### src/rtl/timer_pkg.sv
// Shared constants and helpers for the memory-mapped interval timer.
package timer_pkg;

  localparam logic [31:0] ADDR_TCNT = 32'hFFFFF100;
  localparam logic [31:0] ADDR_TLIM = 32'hFFFFF104;
  localparam logic [31:0] ADDR_TCTL = 32'hFFFFF108;

  localparam int CTL_READY = 0;
  localparam int CTL_OVR   = 2;
  localparam int CTL_IE    = 8;

  function automatic logic [31:0] ctl_fmt(input logic ready, input logic ovr, input logic ie);
    logic [31:0] r;
    r            = '0;
    r[CTL_READY] = ready;
    r[CTL_OVR]   = ovr;
    r[CTL_IE]    = ie;
    return r;
  endfunction

endpackage

### src/rtl/timer_if.sv
// MEM-stage I/O bus as seen by the timer: address/store in, load data and irq out.
interface timer_if #(parameter int DBITS = 32);
  logic [DBITS-1:0] addr;
  logic             wr_en;
  logic [DBITS-1:0] wr_data;
  logic             sel;
  logic [DBITS-1:0] rd_data;
  logic             irq;

  modport master (output addr, output wr_en, output wr_data,
                  input  sel,  input  rd_data, input irq);
  modport slave  (input  addr, input  wr_en, input  wr_data,
                  output sel,  output rd_data, output irq);
endinterface

### src/rtl/timer_dev_tick_gen.sv
// Prescaler: one-cycle tick every PRESCALE clocks, restartable via clr.
module tick_gen #(
  parameter int PRESCALE = 50000
) (
  input  logic clk,
  input  logic reset,
  input  logic clr,
  output logic tick
);
  localparam int PW = $clog2(PRESCALE);

  logic [PW-1:0] pcnt_q, pcnt_d;

  assign tick = (pcnt_q == PW'(PRESCALE - 1));

  always_comb begin
    pcnt_d = pcnt_q + PW'(1);
    if (clr || tick) pcnt_d = '0;
  end

  always_ff @(posedge clk) begin
    if (reset) pcnt_q <= '0;
    else       pcnt_q <= pcnt_d;
  end
endmodule

### src/rtl/timer_dev.sv
// Interval timer on the I/O bus: TCNT/TLIM/TCTL registers, limit flag,
// overrun flag and level interrupt.
module timer_dev
  import timer_pkg::*;
#(
  parameter int               DBITS    = 32,
  parameter int               PRESCALE = 50000,
  parameter logic [DBITS-1:0] ADDRTCNT = DBITS'(ADDR_TCNT),
  parameter logic [DBITS-1:0] ADDRTLIM = DBITS'(ADDR_TLIM),
  parameter logic [DBITS-1:0] ADDRTCTL = DBITS'(ADDR_TCTL)
) (
  input  logic     clk,
  input  logic     reset,
  timer_if.slave   bus
);
  logic [DBITS-1:0] tcnt_q, tcnt_d, tlim_q, tlim_d;
  logic             ready_q, ready_d, ovr_q, ovr_d, ie_q, ie_d;
  logic             hit_cnt, hit_lim, hit_ctl;
  logic             wr_cnt, wr_lim, wr_ctl;
  logic             tick, lim_evt;

  assign hit_cnt = (bus.addr == ADDRTCNT);
  assign hit_lim = (bus.addr == ADDRTLIM);
  assign hit_ctl = (bus.addr == ADDRTCTL);
  assign wr_cnt  = bus.wr_en & hit_cnt;
  assign wr_lim  = bus.wr_en & hit_lim;
  assign wr_ctl  = bus.wr_en & hit_ctl;

  tick_gen #(.PRESCALE(PRESCALE)) u_tick (
    .clk   (clk),
    .reset (reset),
    .clr   (wr_cnt | wr_lim),
    .tick  (tick)
  );

  // A counter or limit write overrides whatever the tick would have done.
  assign lim_evt = tick & ~wr_cnt & ~wr_lim & (tlim_q != '0) &
                   (tcnt_q == tlim_q - DBITS'(1));

  always_comb begin
    tcnt_d  = tcnt_q;
    tlim_d  = tlim_q;
    ready_d = ready_q;
    ovr_d   = ovr_q;
    ie_d    = ie_q;
    if (wr_cnt)       tcnt_d = bus.wr_data;
    else if (wr_lim)  tcnt_d = '0;
    else if (lim_evt) tcnt_d = '0;
    else if (tick)    tcnt_d = tcnt_q + DBITS'(1);
    if (wr_lim) tlim_d = bus.wr_data;
    // Software may only clear flags; a same-cycle hardware set still wins.
    if (wr_ctl) begin
      ready_d = ready_q & bus.wr_data[CTL_READY];
      ovr_d   = ovr_q   & bus.wr_data[CTL_OVR];
      ie_d    = bus.wr_data[CTL_IE];
    end
    if (lim_evt) begin
      ready_d = 1'b1;
      if (ready_q) ovr_d = 1'b1;
    end
  end

  always_ff @(posedge clk) begin
    if (reset) begin
      tcnt_q  <= '0;
      tlim_q  <= '0;
      ready_q <= 1'b0;
      ovr_q   <= 1'b0;
      ie_q    <= 1'b0;
    end else begin
      tcnt_q  <= tcnt_d;
      tlim_q  <= tlim_d;
      ready_q <= ready_d;
      ovr_q   <= ovr_d;
      ie_q    <= ie_d;
    end
  end

  always_comb begin
    bus.rd_data = '0;
    if (hit_cnt)      bus.rd_data = tcnt_q;
    else if (hit_lim) bus.rd_data = tlim_q;
    else if (hit_ctl) bus.rd_data = DBITS'(ctl_fmt(ready_q, ovr_q, ie_q));
  end

  assign bus.sel = hit_cnt | hit_lim | hit_ctl;
  assign bus.irq = ready_q & ie_q;
endmodule
### src/flat_wrapper.sv
// flat-port wrapper written by rule: the top's interface ports become plain ports
module timer_dev_flat import timer_pkg::*;
#(
  parameter int               DBITS    = 32,
  parameter int               PRESCALE = 50000,
  parameter logic [DBITS-1:0] ADDRTCNT = DBITS'(ADDR_TCNT),
  parameter logic [DBITS-1:0] ADDRTLIM = DBITS'(ADDR_TLIM),
  parameter logic [DBITS-1:0] ADDRTCTL = DBITS'(ADDR_TCTL)
)
  (clk, reset, bus_addr, bus_wr_en, bus_wr_data, bus_sel, bus_rd_data, bus_irq);
  timer_if #(.DBITS(DBITS)) bus_i ();
  input  logic clk;
  input  logic reset;
  input wire logic [$bits(bus_i.addr)-1:0] bus_addr;
  input wire logic [$bits(bus_i.wr_en)-1:0] bus_wr_en;
  input wire logic [$bits(bus_i.wr_data)-1:0] bus_wr_data;
  output wire logic [$bits(bus_i.sel)-1:0] bus_sel;
  output wire logic [$bits(bus_i.rd_data)-1:0] bus_rd_data;
  output wire logic [$bits(bus_i.irq)-1:0] bus_irq;
  assign bus_i.addr = bus_addr;
  assign bus_i.wr_en = bus_wr_en;
  assign bus_i.wr_data = bus_wr_data;
  assign bus_sel = bus_i.sel;
  assign bus_rd_data = bus_i.rd_data;
  assign bus_irq = bus_i.irq;
  timer_dev #(.DBITS(DBITS), .PRESCALE(PRESCALE), .ADDRTCNT(ADDRTCNT), .ADDRTLIM(ADDRTLIM), .ADDRTCTL(ADDRTCTL)) u_core (.clk(clk), .reset(reset), .bus(bus_i));
endmodule
### config.mk
export PLATFORM = sky130hd
export DESIGN_NAME = timer_dev_flat
export DESIGN_NICKNAME = d
export VERILOG_FILES = /design/src/rtl/timer_pkg.sv /design/src/rtl/timer_if.sv /design/src/rtl/timer_dev_tick_gen.sv /design/src/rtl/timer_dev.sv /design/src/flat_wrapper.sv
export SDC_FILE = /design/constraint.sdc
export NUM_CORES = 1
export LEC_CHECK = 0
export CORE_UTILIZATION = 38
export CTS_CLUSTER_SIZE = 10
export DETAILED_ROUTE_END_ITERATION = 8
export PLACE_DENSITY = 0.72
export SLEW_MARGIN = 20
export SYNTH_ARGS = -nofsm -noshare
export SYNTH_HDL_FRONTEND = slang
export SYNTH_SLANG_ARGS = --single-unit
### constraint.sdc
create_clock -name clk -period 3.16 [get_ports clk]
set_clock_uncertainty 0.15 [all_clocks]
set_input_delay 0.79 -clock clk [delete_from_list [all_inputs] [get_ports clk]]
set_output_delay 0.79 -clock clk [all_outputs]
set_load 0.02 [all_outputs]
==> impl_metrics.tcl, run 1 <==
set metrics [dict create \
    status "complete, but fails checks" \
    violations "setup timing" \
    path_cells "or4_4 > nor3_4 > nand4_1 > a21oi_2 > or4b_4 > or4_4 > or3_4 > buf_12 > nand3_2 > a21oi_1" \
    io_pins 101 \
    grt_max_degree 35 \
    areaGrowthSynthToFinish_pct 52.6 \
    drt_iter0_drc 613 \
    gp_congestion 0.946 \
    dp_hpwl_um 16300 \
    sw_frac_of_total_pct 25.9 \
    path_class "register to register" \
    syn_nets 897 \
    synthTopCellsByArea "dfxtp_1 27%, a21oi_1 6.0%, mux2i_1 5.7%, nand2_1 5.6%, nor2_1 5.4%" \
    die_w_um 129 \
    yosysTopAreaCellShare_pct 27.1 \
    ir_worst_vdd_mv 0.187 \
    vias 7273 \
    port_buffers 100 \
    placedCellCount 1247 \
    power_switching_w 0.000596 \
    cts_tree "built" \
    layout_common_cells "165 x buf_4, 90 x nand2_1, 82 x dfxtp_1" \
    hold_viol 0 \
    drt-wirelength-per-cell_um 17.6 \
    drc 0 \
    rows 46 \
    hold_class "register to register" \
    r2r_cells 10 \
    cp-start-kind "register" \
    path_max_fanout 9 \
    die_area_um2 16700 \
    synth-seq-area-share_pct 27.1 \
    grt-ovfl-total 0 \
    grtUsageTotal_pct 27.1 \
    rr_startpoint "u_core.tlim_q[6]" \
    p_int_w 0.00171 \
    arrival_ns 3.65 \
    clkPwrFrac_pct 47.3 \
    synth.distinct_cells 68 \
    max-cap-violations 0 \
    core_area_um2 15800 \
    finish.utilization_pct 59.2 \
    cts_buffers 9 \
    ys_async_sr_fraction_pct 0 \
    htreeDepth 3 \
    grt_pass1_vias 6979 \
    power_w 0.00230 \
    syn_avg_cell_area_um2 7.44 \
    r2r_slack_ns -0.42 \
    instances_no_fill 1271 \
    holdBufCountCts 0 \
    clockBufferDepth 2 \
    crit_slowest_cell "or4_4" \
    yosys.area.top_type "dfxtp_1" \
    antenna_found_initial 0 \
    seq_power_share_pct 45.6 \
    total_leakage_power_nw 3.80 \
    setup_viol 34 \
    syn_inst 826 \
    cts_sinks 83 \
    worstReg2RegEnd "u_core.tcnt_q[6]" \
    via_per_inst 5.72 \
    crit_end "u_core.tcnt_q[6]" \
    synth-edff-count 0 \
    layout_setup_ws_ns -0.415 \
    ys_warn_count 0 \
    drive_gt1_share_pct 34.4 \
    critPathMaxStageDelay_ns 0.57 \
    synthFlopType "dfxtp_1" \
    power_density_nw_per_um2 246 \
    cts.clk_slew.worst_paths_ns 0.07 \
    hold_start "u_core.ovr_q" \
    dieHeight_um 129 \
    cp-end-kind "register" \
    cts-root-buf "clkbuf_16" \
    power_frac_comb_pct 7.1 \
    slew_headroom_pct 65.7 \
    num_antenna_cells 0 \
    start_util_pct 38.8 \
    timing.fmax_mhz 280 \
    firstDrtPassIters 7 \
    clk_latency_ns 0.36 \
    grt_pass1_wl_um 35400 \
    startpoint "u_core.tlim_q[6]" \
    nets 1121 \
    cp_common_cell "or4_4" \
    min_period_ns 3.58 \
    period_share_pct 113 \
    final_common_cell "buf_4" \
    rsz0062_at_grt "true" \
    crit_required_ns 3.24 \
    synth_area_um2 6140 \
    tightest_slew_ns 0.511 \
    ys_ff_latch 83 \
    drt_wl_total_um 22400 \
    slew_violations 0 \
    drtAntennaViolNets 0 \
]
## logic make-up (layout without fill, tap and decap cells)
logic type | count (synthesis) | count (layout) | share of synthesized area, %
multiplexers | 36 | 36 | 5.89
AND/OR/NAND/NOR | 390 | 391 | 33.9
flip-flops | 83 | 83 | 27.1
AO/OA/AOI/OAI | 177 | 177 | 19.1
adder cells (fa/ha/maj) | 4 | 4 | 0.815
XOR/XNOR | 52 | 52 | 7.41
buffers and inverters | 84 | 312 | 5.83
## stage by stage
stage,cell area [um2],hold slack (ns),worst slack (ns),TNS (ns)
CTS,9030,0.332,-0.354,-10.83
floorplan,6280,0.280,-0.162,-4.45
finish,9370,0.331,-0.415,-12.51
global route,9370,0.366,-0.550,-18.04
global placement,8710,0.316,-0.850,-60.59
detailed placement,8710,0.323,-0.901,-65.65
## flip-flops by register name, summed over array words and instances, names as in the netlist
| name | flops |
|---|---|
| u_core.ie_q | 1 |
| u_core.ovr_q | 1 |
| u_core.ready_q | 1 |
| u_core.tcnt_q | 32 |
| u_core.tlim_q | 32 |
| u_core.u_tick.pcnt_q | 16 |
## worst max-delay path, delay by kind of cell (launching register included)
kind,cells,cell delay [ns]
simple gates,7,2.55
buf+inv,1,0.19
compound gates,2,0.23
flops,1,0.32
## layout make-up
class,count,area [um2]
clock inverters,7,76.3
fillers,1358,6460
well taps,216,270
repair buffers,284,2550
flip-flops and latches,83,1660
clock buffers,9,225
multi-input cells,660,4540
inverters,12,45.0
## synthesized netlist by cell type (all sizes together), types with 2 or more instances
master,number
a211oi,4
a21boi,2
a21o,3
a21oi,77
a22oi,27
a31oi,6
a32oi,3
a41oi,2
and2,5
and3,32
and4,4
and4b,3
buf,14
clkbuf,58
dfxtp,83
ha,4
inv,12
mux2i,35
nand2,91
nand2b,5
nand3,33
nand3b,4
nand4,29
nor2,88
nor2b,4
nor3,19
nor3b,5
nor4,37
nor4b,8
nor4bb,3
o2111ai,3
o21ai,34
o31ai,3
or2,5
or3,6
or3b,2
or4,4
or4b,2
xnor2,23
xor2,29
## power by group through the flow
| stage | Clock (W) | Sequential [W] | Combinational (W) |
|---|---|---|---|
| floorplan | 0 | 0.00108 | 0.0000430 |
| global placement | 0 | 0.00107 | 0.000164 |
| detailed placement | 0 | 0.00107 | 0.000166 |
| CTS | 0.00110 | 0.00105 | 0.000157 |
| global route | 0.00115 | 0.00105 | 0.000173 |
| finish | 0.00109 | 0.00105 | 0.000163 |
## metal layers
layer	up-vias	GRT usage, %	share of wire, %	routed length (um)
li1	3461	-	-	-
met1	3425	34.8	42	9350
met2	327	45.1	47	10600
met3	60	4.25	7.9	1760
met4	0	11.5	3.0	668
met5	-	0	0	0
## how the worst min path moves through the flow
stage	to	slack (ns)	depth (start not counted)
6_report	u_core.ovr_q	0.33	2
3_5_place_dp	u_core.ovr_q	0.32	2
2_1_floorplan	u_core.u_tick.pcnt_q[0]	0.28	1
4_1_cts	u_core.ovr_q	0.33	2
5_1_grt	u_core.ovr_q	0.37	2
3_3_place_gp	u_core.ovr_q	0.32	2
## timing repair
action | in CTS | in global routing
pin swaps | 20 | 31
endpoints found under the setup margin | 76 | 67
setup buffers | 5 | 1
gates resized for setup | 245 | 109
cloned | 1 | 2
Power figures use the tool's default switching activity.
==> run 2, diff against run 1 <==
--- a/config.mk
+++ b/config.mk
@@ -9,6 +9,7 @@
 export CTS_CLUSTER_SIZE = 10
 export DETAILED_ROUTE_END_ITERATION = 8
 export PLACE_DENSITY = 0.72
+export SKIP_LAST_GASP = 1
 export SLEW_MARGIN = 20
 export SYNTH_ARGS = -nofsm -noshare
 export SYNTH_HDL_FRONTEND = slang
==> impl_metrics.tcl, run 2 (synthesis results as in run 1) <==
set metrics [dict create \
    ir_worst_vdd_mv 0.188 \
    cts_sinks 83 \
    port_buffers 100 \
    critPathBufInv 2 \
    grt_max_degree 35 \
    nets 1121 \
    finish.utilization_pct 59.0 \
    core_area_um2 15800 \
    cp-start-kind "register" \
    gp_congestion 0.946 \
    whs_ns 0.331 \
    worstReg2RegEnd "u_core.tcnt_q[6]" \
    path_class "register to register" \
    period_share_pct 113 \
    power_w 0.00231 \
    slew_violations 0 \
    layout_common_cells "166 x buf_4, 90 x nand2_1, 82 x dfxtp_1" \
    rows 46 \
    cts_tree "built" \
    r2r_cells 11 \
    firstDrtPassIters 5 \
    crit_family "simple AND/OR/NAND/NOR gates" \
    fill_cells 1367 \
    holdBufCountCts 0 \
    hold_end "u_core.ovr_q" \
    grtUsageTotal_pct 27.1 \
    violations "setup timing" \
    drt-wirelength-per-cell_um 17.6 \
    path_cells "buf_4 > nor3_1 > nor4b_4 > o21ai_0 > or3b_1 > or4b_1 > or4_4 > or3_4 > buf_12 > nand3_2 > a21oi_1" \
    drt_wl_total_um 22400 \
    rr_startpoint "u_core.tlim_q[3]" \
    layout_setup_ws_ns -0.420 \
    drt_iter0_drc 586 \
    setup_viol 34 \
    grt_pass1_vias 6977 \
    power_density_nw_per_um2 247 \
    cts-root-buf "clkbuf_16" \
    arrival_ns 3.66 \
    clockBufferDepth 2 \
    clk_latency_ns 0.36 \
    hold_viol 0 \
    min_period_ns 3.58 \
    top_regs "u_core.tcnt_q: 32 flops, u_core.tlim_q: 32 flops, u_core.u_tick.pcnt_q: 16 flops" \
    drc 0 \
    slew_headroom_pct 64.4 \
    vias 7242 \
    start_util_pct 38.8 \
    num_antenna_cells 0 \
    timing.fmax_mhz 279 \
    cp-end-kind "register" \
    die_area_um2 16700 \
    via_per_inst 5.70 \
    critPathMaxStageDelay_ns 0.50 \
    max-cap-violations 0 \
    areaGrowthSynthToFinish_pct 52.0 \
    path_max_fanout 9 \
    cts.clk_slew.worst_paths_ns 0.07 \
    drtAntennaViolNets 0 \
    dp_hpwl_um 16300 \
    die_w_um 129 \
    antenna_found_initial 0 \
    placed_cell_area_um2 8710 \
    hold_class "register to register" \
    stdcell_area_um2 9340 \
    rsz0062_at_grt "true" \
    hold_depth 2 \
    tightest_slew_ns 0.530 \
    dieHeight_um 129 \
    r2r_slack_ns -0.42 \
    crit_required_ns 3.24 \
    hold_start "u_core.ovr_q" \
    status "complete, but fails checks" \
    fin_tns_setup_ns -12.73 \
    total_leakage_power_nw 3.80 \
    drive_gt1_share_pct 33.7 \
    cts_buffers 9 \
    final_common_cell "buf_4" \
    crit_slowest_cell "or4b_1" \
    grt_pass1_wl_um 35300 \
    io_pins 101 \
    htreeDepth 3 \
    grt-ovfl-total 0 \
]
==> run 2: cell counts in the layout (fill, tap and decap cells not counted) <==
No cell type changed its count.
==> run 2: area by class of cell <==
| cell class | instances | area [um2] | share of cell area [%] |
|---|---|---|---|
| timing repair buffer | 284 | 2550 | 27.3 |
| tap | 216 | 270 | 2.89 |
| clock inverter | 7 | 76.3 | 0.817 |
| multi-input combinational | 660 | 4510 | 48.3 |
| clock buffer | 9 | 225 | 2.41 |
| inverter | 12 | 45.0 | 0.482 |
| sequential | 83 | 1660 | 17.8 |
==> run 2: how the worst max path moves through the flow <==
stage                           from                end  cells after the start
CTS                 u_core.tlim_q[9]   u_core.tcnt_q[7]                     10
global route        u_core.tlim_q[3]  u_core.tcnt_q[31]                     10
global placement        bus_addr[20]    bus_rd_data[19]                      8
detailed placement      bus_addr[20]    bus_rd_data[30]                      8
floorplan           u_core.tlim_q[7]   u_core.tcnt_q[2]                     12
finish              u_core.tlim_q[3]   u_core.tcnt_q[6]                     11
==> run 2: routing by layer <==
metal	vias up	track usage [%]	part of all wire [%]
li1	3460	-	-
met1	3418	34.8	42
met2	316	45.0	47
met3	48	4.25	8.0
met4	0	11.5	2.8
met5	-	0	0
==> run 2: what timing repair did <==
item / in CTS / in global routing
pin swaps: 20 / 30
setup buffers: 5 / 1
endpoints found under the setup margin: 76 / 67
gates resized for setup: 244 / 102
hold endpoints to repair: 0 / 0
gates cloned: 1 / 2
==> run 2: worst min-delay path, stage by stage (launching register included) <==
cell and delay (ns):
dfxtp_1 0.31, o21ai_0 0.07, a21oi_1 0.06
==> run 2: power by group <==
part           internal, W  total, W  switching, W
registers          0.00105   0.00105    0.00000164
logic            0.0000940  0.000162     0.0000680
clock network     0.000564   0.00110      0.000531
==> run 2: stage by stage <==
stage | std cells | setup slack, ns
final | 1271 | -0.420
after global routing | 1271 | -0.570
after CTS | 1269 | -0.367
after detailed placement | 1247 | -0.901
after global placement | 1247 | -0.850
after floorplan | 826 | -0.162
==> run 3, diff against run 2 <==
--- a/config.mk
+++ b/config.mk
@@ -10,7 +10,7 @@
 export DETAILED_ROUTE_END_ITERATION = 8
 export PLACE_DENSITY = 0.72
 export SKIP_LAST_GASP = 1
-export SLEW_MARGIN = 20
+export SLEW_MARGIN = 5
 export SYNTH_ARGS = -nofsm -noshare
 export SYNTH_HDL_FRONTEND = slang
 export SYNTH_SLANG_ARGS = --single-unit
==> results of run 3 <==
No change in the layout: final DEF, timing and power equal those of run 2.
